## src/rtl/zigbee_pad_mux.sv

```systemverilog
// Pad-ring multiplexer for the zigbee platform: synchronises pad inputs, debounces
// the pad channel select and serialises the selected core channel as framed beats.
module zigbee_pad_mux #(
  parameter int IN_W        = 22,
  parameter int OUT_W       = 16,
  parameter int DATA_W      = 40,
  parameter int N_CH        = 4,
  parameter int SEL_W       = 2,
  parameter int SYNC_STAGES = 2,
  parameter int SEL_HOLD    = 4
) (
  input  logic                     clk_i,
  input  logic                     rst_i,
  input  logic [IN_W-1:0]          pad_in_i,
  output logic [IN_W-1:0]          core_in_o,
  input  logic [SEL_W-1:0]         pad_sel_i,
  input  logic [N_CH*DATA_W-1:0]   ch_data_i,
  input  logic [N_CH-1:0]          ch_valid_i,
  output logic [N_CH-1:0]          ch_ready_o,
  output logic [OUT_W-1:0]         pad_out_o,
  output logic                     pad_valid_o,
  output logic                     pad_frame_o,
  output logic [SEL_W-1:0]         active_ch_o,
  output logic                     sel_chg_o
);

  localparam int NBEATS = (DATA_W + OUT_W - 1) / OUT_W;
  localparam int PAD_W  = NBEATS * OUT_W;
  localparam int BEAT_W = (NBEATS > 1) ? $clog2(NBEATS) : 1;
  localparam int CNT_W  = $clog2(SEL_HOLD + 1);

  localparam logic [1:0] ST_IDLE = 2'd0;
  localparam logic [1:0] ST_SEND = 2'd1;
  localparam logic [1:0] ST_GAP  = 2'd2;

  // ------------------------------------------------------------------
  // Synchroniser chains for the data pads and the select pads
  // ------------------------------------------------------------------
  logic [IN_W-1:0]  in_sync_reg  [SYNC_STAGES];
  logic [SEL_W-1:0] sel_sync_reg [SYNC_STAGES];

  genvar gi;
  generate
    for (gi = 0; gi < SYNC_STAGES; gi++) begin : g_sync
      if (gi == 0) begin : g_first
        always_ff @(posedge clk_i or posedge rst_i) begin
          if (rst_i) begin
            in_sync_reg[gi]  <= '0;
            sel_sync_reg[gi] <= '0;
          end else begin
            in_sync_reg[gi]  <= pad_in_i;
            sel_sync_reg[gi] <= pad_sel_i;
          end
        end
      end else begin : g_rest
        always_ff @(posedge clk_i or posedge rst_i) begin
          if (rst_i) begin
            in_sync_reg[gi]  <= '0;
            sel_sync_reg[gi] <= '0;
          end else begin
            in_sync_reg[gi]  <= in_sync_reg[gi-1];
            sel_sync_reg[gi] <= sel_sync_reg[gi-1];
          end
        end
      end
    end
  endgenerate

  logic [SEL_W-1:0] sel_sync;
  assign core_in_o = in_sync_reg[SYNC_STAGES-1];
  assign sel_sync  = sel_sync_reg[SYNC_STAGES-1];

  // ------------------------------------------------------------------
  // Channel word views
  // ------------------------------------------------------------------
  logic [DATA_W-1:0] ch_word [N_CH];

  generate
    for (gi = 0; gi < N_CH; gi++) begin : g_word
      assign ch_word[gi] = ch_data_i[gi*DATA_W +: DATA_W];
    end
  endgenerate

  // ------------------------------------------------------------------
  // State registers
  // ------------------------------------------------------------------
  logic [1:0]        state_reg,     state_next;
  logic [BEAT_W-1:0] beat_reg,      beat_next;
  logic [PAD_W-1:0]  word_reg,      word_next;
  logic [OUT_W-1:0]  pad_out_reg,   pad_out_next;
  logic              pad_valid_reg, pad_valid_next;
  logic              pad_frame_reg, pad_frame_next;
  logic [SEL_W-1:0]  active_reg,    active_next;
  logic              sel_chg_reg;
  logic [SEL_W-1:0]  cand_reg;
  logic [CNT_W-1:0]  cnt_reg,       cnt_next;

  // Beat 0 comes straight from the live channel; later beats from the captured copy.
  logic [OUT_W-1:0]  word_beat [NBEATS];

  generate
    for (gi = 0; gi < NBEATS; gi++) begin : g_beat
      assign word_beat[gi] = word_reg[gi*OUT_W +: OUT_W];
    end
  endgenerate

  logic [PAD_W-1:0]  active_pad;
  logic [BEAT_W-1:0] beat_inc;
  logic              sel_ignore;
  logic              commit;
  logic              idle_ready;
  logic              handshake;

  assign active_pad = PAD_W'(ch_word[active_reg]);
  assign beat_inc   = beat_reg + BEAT_W'(1);

  // ------------------------------------------------------------------
  // Select debounce: the counter tracks how long the candidate has been stable
  // ------------------------------------------------------------------
  always_comb begin
    sel_ignore = (int'(sel_sync) >= N_CH) || (sel_sync == active_reg);
    cnt_next   = cnt_reg;
    if (sel_ignore) begin
      cnt_next = '0;
    end else if (sel_sync != cand_reg) begin
      cnt_next = CNT_W'(1);
    end else if (cnt_reg != CNT_W'(SEL_HOLD)) begin
      cnt_next = cnt_reg + CNT_W'(1);
    end
  end

  assign commit     = (state_reg == ST_IDLE) && (cnt_reg == CNT_W'(SEL_HOLD)) &&
                      (cand_reg != active_reg);
  assign idle_ready = (state_reg == ST_IDLE) && !commit && !rst_i;
  assign handshake  = idle_ready && ch_valid_i[active_reg];
  assign active_next = commit ? cand_reg : active_reg;

  generate
    for (gi = 0; gi < N_CH; gi++) begin : g_ready
      assign ch_ready_o[gi] = idle_ready && (active_reg == SEL_W'(gi));
    end
  endgenerate

  // ------------------------------------------------------------------
  // Framing FSM
  // ------------------------------------------------------------------
  always_comb begin
    state_next     = state_reg;
    beat_next      = beat_reg;
    word_next      = word_reg;
    pad_out_next   = '0;
    pad_valid_next = 1'b0;
    pad_frame_next = 1'b0;
    case (state_reg)
      ST_IDLE: begin
        if (handshake) begin
          word_next      = active_pad;
          pad_out_next   = active_pad[OUT_W-1:0];
          pad_valid_next = 1'b1;
          pad_frame_next = 1'b1;
          beat_next      = '0;
          state_next     = ST_SEND;
        end
      end
      ST_SEND: begin
        if (beat_reg == BEAT_W'(NBEATS - 1)) begin
          state_next = ST_GAP;
        end else begin
          beat_next      = beat_inc;
          pad_out_next   = word_beat[beat_inc];
          pad_valid_next = 1'b1;
        end
      end
      ST_GAP: begin
        state_next = ST_IDLE;
      end
      default: begin
        state_next = ST_IDLE;
      end
    endcase
  end

  always_ff @(posedge clk_i or posedge rst_i) begin
    if (rst_i) begin
      state_reg     <= ST_IDLE;
      beat_reg      <= '0;
      word_reg      <= '0;
      pad_out_reg   <= '0;
      pad_valid_reg <= 1'b0;
      pad_frame_reg <= 1'b0;
      active_reg    <= '0;
      sel_chg_reg   <= 1'b0;
      cand_reg      <= '0;
      cnt_reg       <= '0;
    end else begin
      state_reg     <= state_next;
      beat_reg      <= beat_next;
      word_reg      <= word_next;
      pad_out_reg   <= pad_out_next;
      pad_valid_reg <= pad_valid_next;
      pad_frame_reg <= pad_frame_next;
      active_reg    <= active_next;
      sel_chg_reg   <= commit;
      cand_reg      <= sel_sync;
      cnt_reg       <= cnt_next;
    end
  end

  assign pad_out_o   = pad_out_reg;
  assign pad_valid_o = pad_valid_reg;
  assign pad_frame_o = pad_frame_reg;
  assign active_ch_o = active_reg;
  assign sel_chg_o   = sel_chg_reg;

endmodule

```

## config.mk

```make
export PLATFORM = sky130hd
export DESIGN_NAME = zigbee_pad_mux
export DESIGN_NICKNAME = d
export VERILOG_FILES = /design/src/rtl/zigbee_pad_mux.sv
export SDC_FILE = /design/constraint.sdc
export NUM_CORES = 1
export LEC_CHECK = 0
export ABC_AREA = 1
export CAP_MARGIN = 5
export CELL_PAD_IN_SITES_DETAIL_PLACEMENT = 1
export CELL_PAD_IN_SITES_GLOBAL_PLACEMENT = 2
export CORE_MARGIN = 2
export CORE_UTILIZATION = 25
export CTS_CLUSTER_DIAMETER = 80
export DETAILED_ROUTE_END_ITERATION = 6
export GPL_TIMING_DRIVEN = 0
export PLACE_DENSITY = 0.86
export SETUP_SLACK_MARGIN = 0.15
export SYNTH_ARGS = -nofsm -noshare
export SYNTH_HDL_FRONTEND = slang
export SYNTH_SLANG_ARGS = --single-unit
```

## constraint.sdc

```tcl
create_clock -name clk_i -period 6.5 [get_ports clk_i]
set_clock_uncertainty 0.2 [all_clocks]
set_input_delay 1.3 -clock clk_i [delete_from_list [all_inputs] [get_ports clk_i]]
set_output_delay 1.3 -clock clk_i [all_outputs]
set_load 0.02 [all_outputs]
```

# Word-level counts from Yosys, hierarchy flattened
# Cells that the tools add are included.
[classes] mux=24 n_bitwise=2 n_lt_le_gt_ge=3 n_reduce_logical=18 add_sub_neg=2 n_eq_ne=13
[op_table] cell="binary-select mux 40 bit (select 2 bit)" n=1
[op_table] cell="2-to-1 mux 40 bit" n=2
[op_table] cell="2-to-1 mux 16 bit" n=4
[op_table] cell="binary-select mux 16 bit (select 2 bit)" n=1
[op_table] cell="case mux 16 bit (2 select lines)" n=1
[op_table] cell="logical AND 1 bit" n=9
[op_table] cell="2-to-1 mux 3 bit" n=3
[op_table] cell="2-to-1 mux 2 bit" n=4
[op_table] cell="case mux 2 bit (2 select lines)" n=2
[op_table] cell="== test 2 bit (second input constant)" n=3
[op_table] cell="greater-or-equal comparator 3 bit (second input constant)" n=2
[op_table] cell="inequality test 2 bit (second input constant)" n=3
[op_table] cell="inverter 2 -> 3 bit" n=2
[op_table] cell="== test 2 x 1 -> 1 bit (second input constant)" n=2
[op_table] cell="logical NOT 2 bit" n=2
[op_table] cell="2-to-1 mux 1 bit" n=4
[op_table] cell="inequality test 2 bit" n=2
[op_table] cell="AND reduction 2 bit" n=2
[op_table] cell="adder 3 x 1 -> 3 bit (second input constant)" n=1
[op_table] cell="== test 3 bit (second input constant)" n=1
[op_table] cell="less-than comparator 2 x 3 -> 1 bit (second input constant)" n=1
[op_table] cell="inequality test 3 bit (second input constant)" n=1
[op_table] cell="AND reduction 3 bit" n=1
[op_table] cell="nonzero test 3 bit" n=1
[op_table] cell="other kinds (6)" n=7
[word_totals] output_inout_bits=47 regBits=118 wordCells=76 in_bits=190

# Longest topological paths before layout
# Gate-level depths: netlist of run 1.
[logic_depth] word_depth=9 depth_mapped=11 ltp_nobuf=9

# Worst setup path before layout of run 1
# No wires, ideal clock.
[synth_path] path_type="input port to output port" startpoint="in rst_i" endpoint="out ch_ready_o[0]" n_path_buf=0 required_ps=5000 arrival_ps=2028 cell_stages=3 slack_ps=2972 path_cell_list="nor2_2 > nand2_1 > nor3_1"
[synth_via] elab_chain_cells=3
[synth_rtl] element="from (decl)" line="13" source="input logic rst_i,"
[synth_rtl] element="logical NOT 1 bit (no source line)"
[synth_rtl] element="logical AND 1 bit" line="134" source="assign idle_ready = (state_reg == ST_IDLE) && !commit && !rst_i;"
[synth_rtl] element="logical AND 1 bit" line="140" source="assign ch_ready_o[gi] = idle_ready && (active_reg == SEL_W'(gi));"
[synth_rtl] element="to (decl)" line="19" source="output logic [N_CH-1:0] ch_ready_o,"
# No other way between the ends.

# Final worst setup path of run 1
# Same ends and word-level chain as after synthesis.

==> summary.txt, run 1 <==
Yosys
  • Yosys warnings: 0
  • Synthesized area per cell: around 8.3 um2
  • Top post-synthesis cells by area: dfrtp_1, nand3_1, nand2_1, nand4_1, buf_4
  • Post-Synthesis Cells: 678
  • Synth top cells by count: nand2_1, nand3_1, dfrtp_1
  • Cell area after synthesis: between 0.005 and 0.006 mm2
  • Synth top area share: a little over half
  • Syn nets: 871
  • Number of synthesized register bits: 118
  • Post-synth EDFFs: 0
  • Cell variety after synth: 28
  • Top_reg_cell synth: dfrtp_1
  • Most instantiated library cell after synthesis: nand2_1
  • Async SR Flop Fraction: 100%
  • Area leader, netlist: dfrtp_1
  • Seq/Total Area, Yosys: between 50 and 60%

Global routing
  • Initial antenna violation count: 1
  • Vias in the first global route: roughly 6200
  • First-pass GRT wire length: between 30000 and 40000 um
  • Grt ovf: 0
  • Largest net degree at the start of global routing: 84
  • GRT Overall Usage: between 10% and 20%

Worst setup path
  • Crit path cell chain: clkdlybuf4s50_1 > nor2_2 > nand2_1 > nor3_1 > clkdlybuf4s50_1
  • WP data arrival: 3060 ps
  • Most frequent CP cell: clkdlybuf4s50_1
  • Worst-path fanout max: 4
  • Critical Path Max Stage Delay: about 650 ps
  • Req. time, crit path: approximately 5000 ps
  • Crit path max-delay family: buffers and inverters
  • Crit. path cell count: 5
  • Endpoint class of the critical path: primary output
  • Reg2Reg Depth: 9
  • CP Class: input port to primary output
  • Startpoint Class: input port
  • CP bufs+invs: 2
  • CP max-delay cell: clkdlybuf4s50_1

STA
  • Final Hold Viols: 0
  • TNS Setup: 0 ps
  • Worst-Margin Slew: roughly 650 ps
  • Rel. slew slack: a little under three fifths
  • WHS: approximately 150 ps
  • Achievable frequency: 219 MHz
  • Max-slew violations: 0
  • Post-route minimum period: 4560 ps
  • Final Cycle Share: 70.2%
  • RSZ-0062 raised after global routing: no
  • Final setup violation count: 0

Die
  • Initial Utilization: 25.7%
  • Die H: roughly 150 um
  • Site Rows: 54
  • Die footprint: ~0.024 mm2
  • Chip width: ~150 um
  • Core ar.: between 0.02 and 0.025 mm2
  • Top-level I/O count: 237

Clock network
  • Post-CTS setup buffer count: 0
  • Clock transition at the registers of the reported paths: ~60 ps
  • CTS tree: built
  • CTS resizes: 0
  • Clock Sinks: between 100 and 150
  • Clock Path Buffers: 2
  • Htree depth: 4
  • CTS Buf Count: 17
  • Clock latency at the later pin of the worst-skew pair: roughly 420 ps
  • Root Buffer: clkbuf_16
  • Hold Buf Count CTS: 0

Routing
  • Via/cell ratio: around 4.7
  • First drt pass iteration count: 4
  • # DRC: 0
  • Drt initial violations: between 200 and 250
  • Post-Route WL: around 22000 um
  • Vias: 5788
  • Post-route ant nets: 0
  • Detailed-route wire length per cell: between 15 and 20 um

Job
  • Max-Cap Viols: 0

Placed design
  • Buffers on Ports: between 200 and 250
  • Placed Cells: around 1200
  • DP Area: ~0.0084 mm2
  • Dpl hpwl: 17500 um
  • Placer Congestion: about 0.84

Cells and area
  • Share of cells above drive strength 1: 10.0%
  • Max FFs per register: 40
  • Nets: 1127
  • Layout area overhead: 60.0%
  • Non-filler instance count after layout: 1228
  • Final instance area: between 0.009 and 0.01 mm2

Pwr
  • Leakage: ~4 nW
  • Max VDD drop: between 0.2 and 0.25 mV
  • Cell Pwr Density: approximately 380 mW/mm2

Outcome
  • Status: complete, no violations

Hold path
  • Worst Hold Path Cells: 0
  • HP Class: flop to flop
through the flow:
step | total power [mW] | util (%) | setup WS [ps]
after detailed placement | 2.48 | 38.2 | 1950
after global placement | 2.46 | 38.0 | 45.8
after floorplan | 1.86 | - | 1870
final | 3.47 | 41.1 | 1940
after CTS | 3.52 | 41.1 | 1910
after global routing | 3.72 | 41.1 | 1840
logic make-up (layout without fill, tap and decap cells):
logic type      Yosys count  after routing  share of synthesized area, %
simple gates            443            443                          35.8
flops                   118            118                          52.4
buf+inv                  89            358                          8.63
compound gates           22             22                          2.02
fa+ha+maj                 3              3                         0.666
xor+xnor                  3              3                         0.466
other cells               0              1                             0
placed cells by master (no fill, tap or decap), types with 2 or more instances in the layout:
| master | count |
|---|---|
| clkdlybuf4s50_1 | 236 |
| nand2_1 | 203 |
| nand3_1 | 173 |
| dfrtp_1 | 118 |
| nand4_1 | 40 |
| buf_4 | 27 |
| buf_2 | 21 |
| o21ai_0 | 18 |
| clkbuf_16 | 17 |
| nor2_1 | 15 |
| clkbuf_1 | 13 |
| inv_1 | 11 |
| buf_1 | 8 |
| nor3_1 | 5 |
| inv_6 | 5 |
| bufinv_16 | 4 |
| inv_2 | 3 |
| buf_6 | 3 |
| ha_1 | 3 |
| xnor2_1 | 2 |
| or2_2 | 2 |
| a21oi_1 | 2 |
| clkinvlp_4 | 2 |
| clkinv_2 | 2 |
| clkinv_4 | 2 |
path summary, 6_finish.rpt:
kind,start,to,slack [ps]
worst max register to register,beat_reg[0]$_DFFE_PP0P_,pad_out_o[15]$_DFF_PP0_,3930
worst min-delay path,in_sync_reg[41]$_DFF_PP0_,core_in_o[19]$_DFF_PP0_,150
worst min register to register,in_sync_reg[41]$_DFF_PP0_,core_in_o[19]$_DFF_PP0_,150
max in group asynchronous,rst_i,in_sync_reg[29]$_DFF_PP0_,4260
min in group asynchronous,rst_i,sel_chg_o$_DFF_PP0_,1110
worst max-delay path,rst_i,ch_ready_o[0],1940
power breakdown:
group	total (mW)	internal (mW)	switching [mW]
clock network	1.01	0.655	0.358
registers	1.03	0.927	0.104
logic	1.42	0.528	0.896
worst register-to-register path, cell delays in order (launching register included):
cell and delay [ps]:
dfrtp_1 320, buf_2 180, inv_2 100, buf_2 200, ha_1 300, buf_4 150
clkinv_1 200, nor2_1 580, o211ai_1 170, nand2_1 110
per-layer routing:
layer | wire length, um | up-vias | GRT usage (%)
met2 | 10600 | 223 | 32.0
li1 | - | 2771 | -
met4 | 725 | 0 | 8.68
met1 | 9810 | 2753 | 23.8
met3 | 1340 | 41 | 4.34
met5 | 0 | - | 0
cell type report:
cell class,count,area (um2)
Sequential cell,118,2950
Clock buffer,18,439
Tap cell,280,350
Buffer,72,420
Fill cell,2584,12900
Antenna cell,1,2.50
Inverter,17,71.3
Timing Repair Buffer,237,2390
Clock inverter,14,198
Multi-Input combinational cell,471,2200
Note: power is estimated with default switching activity, not from simulation.
==> inputs of run 2 (changes only) <==
--- a/config.mk
+++ b/config.mk
@@ -10,11 +10,11 @@
 export CELL_PAD_IN_SITES_DETAIL_PLACEMENT = 1
 export CELL_PAD_IN_SITES_GLOBAL_PLACEMENT = 2
 export CORE_MARGIN = 2
-export CORE_UTILIZATION = 25
+export CORE_UTILIZATION = 24
 export CTS_CLUSTER_DIAMETER = 80
 export DETAILED_ROUTE_END_ITERATION = 6
 export GPL_TIMING_DRIVEN = 0
-export PLACE_DENSITY = 0.86
+export PLACE_DENSITY = 0.83
 export SETUP_SLACK_MARGIN = 0.15
 export SYNTH_ARGS = -nofsm -noshare
 export SYNTH_HDL_FRONTEND = slang
==> constraint.sdc (replaced) <==
create_clock -name clk_i -period 4.4 [get_ports clk_i]
set_clock_uncertainty 0.2 [all_clocks]
set_input_delay 0.88 -clock clk_i [delete_from_list [all_inputs] [get_ports clk_i]]
set_output_delay 0.88 -clock clk_i [all_outputs]
set_load 0.02 [all_outputs]
==> summary.txt, run 2 (synthesis gave the netlist of run 1 again) <==
Outcome
  • Status: complete, no violations

Pwr
  • Cell Pwr Density: 563 mW/mm2 (+46%)
  • Overall Power: 5.08 mW (+47%)
  • Leakage: 4.04 nW (-0.38%)
  • Max VDD drop: 0.307 mV (+45%)

Cells and area
  • Layout area overhead: 60.2% (about the same)
  • Max FFs per register: 40 (unchanged)
  • Filler instances: 2792 (+8.0%)
  • Nets: 1127 (unchanged)
  • Share of cells above drive strength 1: 9.93% (-0.11 points)
  • Final Util: 38.8% (-2.3 points)
  • Most frequent cells in the layout: clkdlybuf4s50_1, nand2_1, nand3_1
  • Inserted Diodes: 0 (-1)
  • Non-filler instance count after layout: 1266 (+3.1%)
  • Commonest non-fill, non-tap cell in the layout: clkdlybuf4s50_1
  • Final instance area: 0.00903 mm2 (about the same)

Global routing
  • Initial antenna violation count: 0 (-1)
  • First-pass GRT wire length: 35100 um (+0.39%)
  • Vias in the first global route: 6226 (-0.26%)
  • Grt ovf: 0 (unchanged)
  • GRT Overall Usage: 18.9% (-0.37 points)
  • Largest net degree at the start of global routing: 70 (-17%)

Routing
  • Post-route ant nets: 0 (unchanged)
  • Vias: 5759 (-0.50%)
  • Max Used Layer: met4
  • # DRC: 0 (unchanged)
  • Drt initial violations: 237 (+16%)
  • Via/cell ratio: 4.55 (-3.5%)
  • Detailed-route wire length per cell: 18.0 um (-1.6%)
  • Post-Route WL: 22800 um (+1.4%)
  • Metal-1 WL: 9820 um (+0.10%)
  • Metal2 WL: 11000 um (+4.1%)
  • First drt pass iteration count: 4 (unchanged)
  • Met3 WL: 1500 um (+12%)

Worst setup path
  • Reg2Reg Depth: 9 (unchanged)
  • Most frequent CP cell: clkdlybuf4s50_1
  • Startpoint Class: input port
  • Req. time, crit path: 3320 ps (-1680 ps)
  • Endpoint class of the critical path: primary output
  • R2R Path Start: beat_reg[0]$_DFFE_PP0P_
  • Reg-to-reg critical path endpoint: pad_out_o[15]$_DFF_PP0_
  • CP max-delay cell: clkdlybuf4s50_1
  • WP data arrival: 2600 ps (-460 ps)
  • CP Class: input port to primary output
  • FF-to-FF setup slack: 1890 ps (-2040 ps)
  • Worst-path fanout max: 4 (unchanged)
  • Critical Path Max Stage Delay: 640 ps (about the same)
  • Crit path cell chain: clkdlybuf4s50_1 > nor2_2 > nand2_1 > nor3_1 > clkdlybuf4s50_1

Die
  • Top-level I/O count: 237 (unchanged)
  • Chip width: 157 um (+2.0%)
  • Core ar.: 0.0233 mm2 (+5.9%)
  • Die footprint: 0.0247 mm2 (+4.1%)
  • Die H: 157 um (+2.0%)
  • Initial Utilization: 24.2% (-1.4 points)
  • Site Rows: 56 (+3.7%)

Clock network
  • Post-CTS setup buffer count: 0 (unchanged)
  • Clock latency at the later pin of the worst-skew pair: 420 ps (about the same)
  • Clock Path Buffers: 2 (unchanged)
  • Htree depth: 4 (unchanged)
  • Clock transition at the registers of the reported paths: 50 ps (about the same)
  • Clock Sinks: 118 (unchanged)
  • Root Buffer: clkbuf_16
  • Hold Buf Count CTS: 0 (unchanged)
  • CTS resizes: 0 (unchanged)
  • CTS Buf Count: 17 (unchanged)
  • CTS tree: built

Job
  • Max-Cap Viols: 0 (unchanged)

STA
  • Final Hold Viols: 0 (unchanged)
  • Rel. slew slack: 59.4% (+2.8 points)
  • Post-route minimum period: around 3700 ps
  • RSZ-0062 raised after global routing: no
  • Achievable frequency: roughly 270 MHz
  • Worst-Margin Slew: 610 ps (-39.7 ps)
  • Max-slew violations: 0 (unchanged)
  • WHS: 144 ps (-1.26 ps)
  • Final setup violation count: 0 (unchanged)
  • Final Cycle Share: between 80% and 90%

Placed design
  • Dpl hpwl: 17800 um (+1.7%)
  • Buffers on Ports: 236 (unchanged)
  • Placed Cells: 1234 (+3.3%)
  • Placer Congestion: 0.845 (+0.72%)
  • DP Area: 0.00843 mm2 (+0.58%)

Hold path
  • Worst Hold Path Cells: 0 (unchanged)
  • Min-delay src: in_sync_reg[25]$_DFF_PP0_
  • Hold endpoint: core_in_o[3]$_DFF_PP0_
  • HP Class: flop to flop
## run 2: changes by cell type in the layout (fill, tap and decap cells not counted)
cell,previous run,this run
bufinv_16,4,3
clkbuf_1,13,14
clkinv_2,2,5
clkinv_4,2,3
diode_2,1,0
inv_6,5,1
## run 2: area by class of cell
class	instances	area [um2]	area share, %
well taps	319	399	4.42
multi-input cells	471	2200	24.3
inverters	17	71.3	0.790
plain buffers	72	420	4.66
clock inverters	13	156	1.73
clock buffers	19	443	4.91
repair buffers	237	2390	26.5
flip-flops and latches	118	2950	32.7
## run 2: worst max path at each step
stage               slack, ps  depth (start not counted)                          to  startpoint
CTS                       700                          5               ch_ready_o[3]       rst_i
global route              590                          5               ch_ready_o[1]       rst_i
global placement        -1670                          2     core_in_o[10]$_DFF_PP0_       rst_i
finish                    720                          5               ch_ready_o[2]       rst_i
detailed placement        720                          5               ch_ready_o[3]       rst_i
floorplan                 190                          1  active_ch_o[0]$_DFFE_PP0P_       rst_i
## run 2: routing by layer
metal	vias up	track usage [%]
met3	25	4.57
met4	0	6.54
met1	2754	23.7
li1	2767	-
met2	213	31.6
met5	-	0
## run 2: power by group
| part | internal, mW | switching [mW] |
|---|---|---|
| Combinational | 0.781 | 1.36 |
| Clock | 0.901 | 0.520 |
| Sequential | 1.37 | 0.153 |
| Total | 3.05 | 2.03 |
## run 2: through the flow
step | setup WS (ps) | TNS, ps
detailed placement | 722 | 0
global placement | -1670 | -196180
finish | 718 | 0
global route | 595 | 0
CTS | 702 | 0
floorplan | 191 | 0
## run 2: critical path: cells and delay by family
| kind | cells | cell delay, ps |
|---|---|---|
| buffers and inverters | 2 | 1150 |
| AND/OR/NAND/NOR | 3 | 570 |
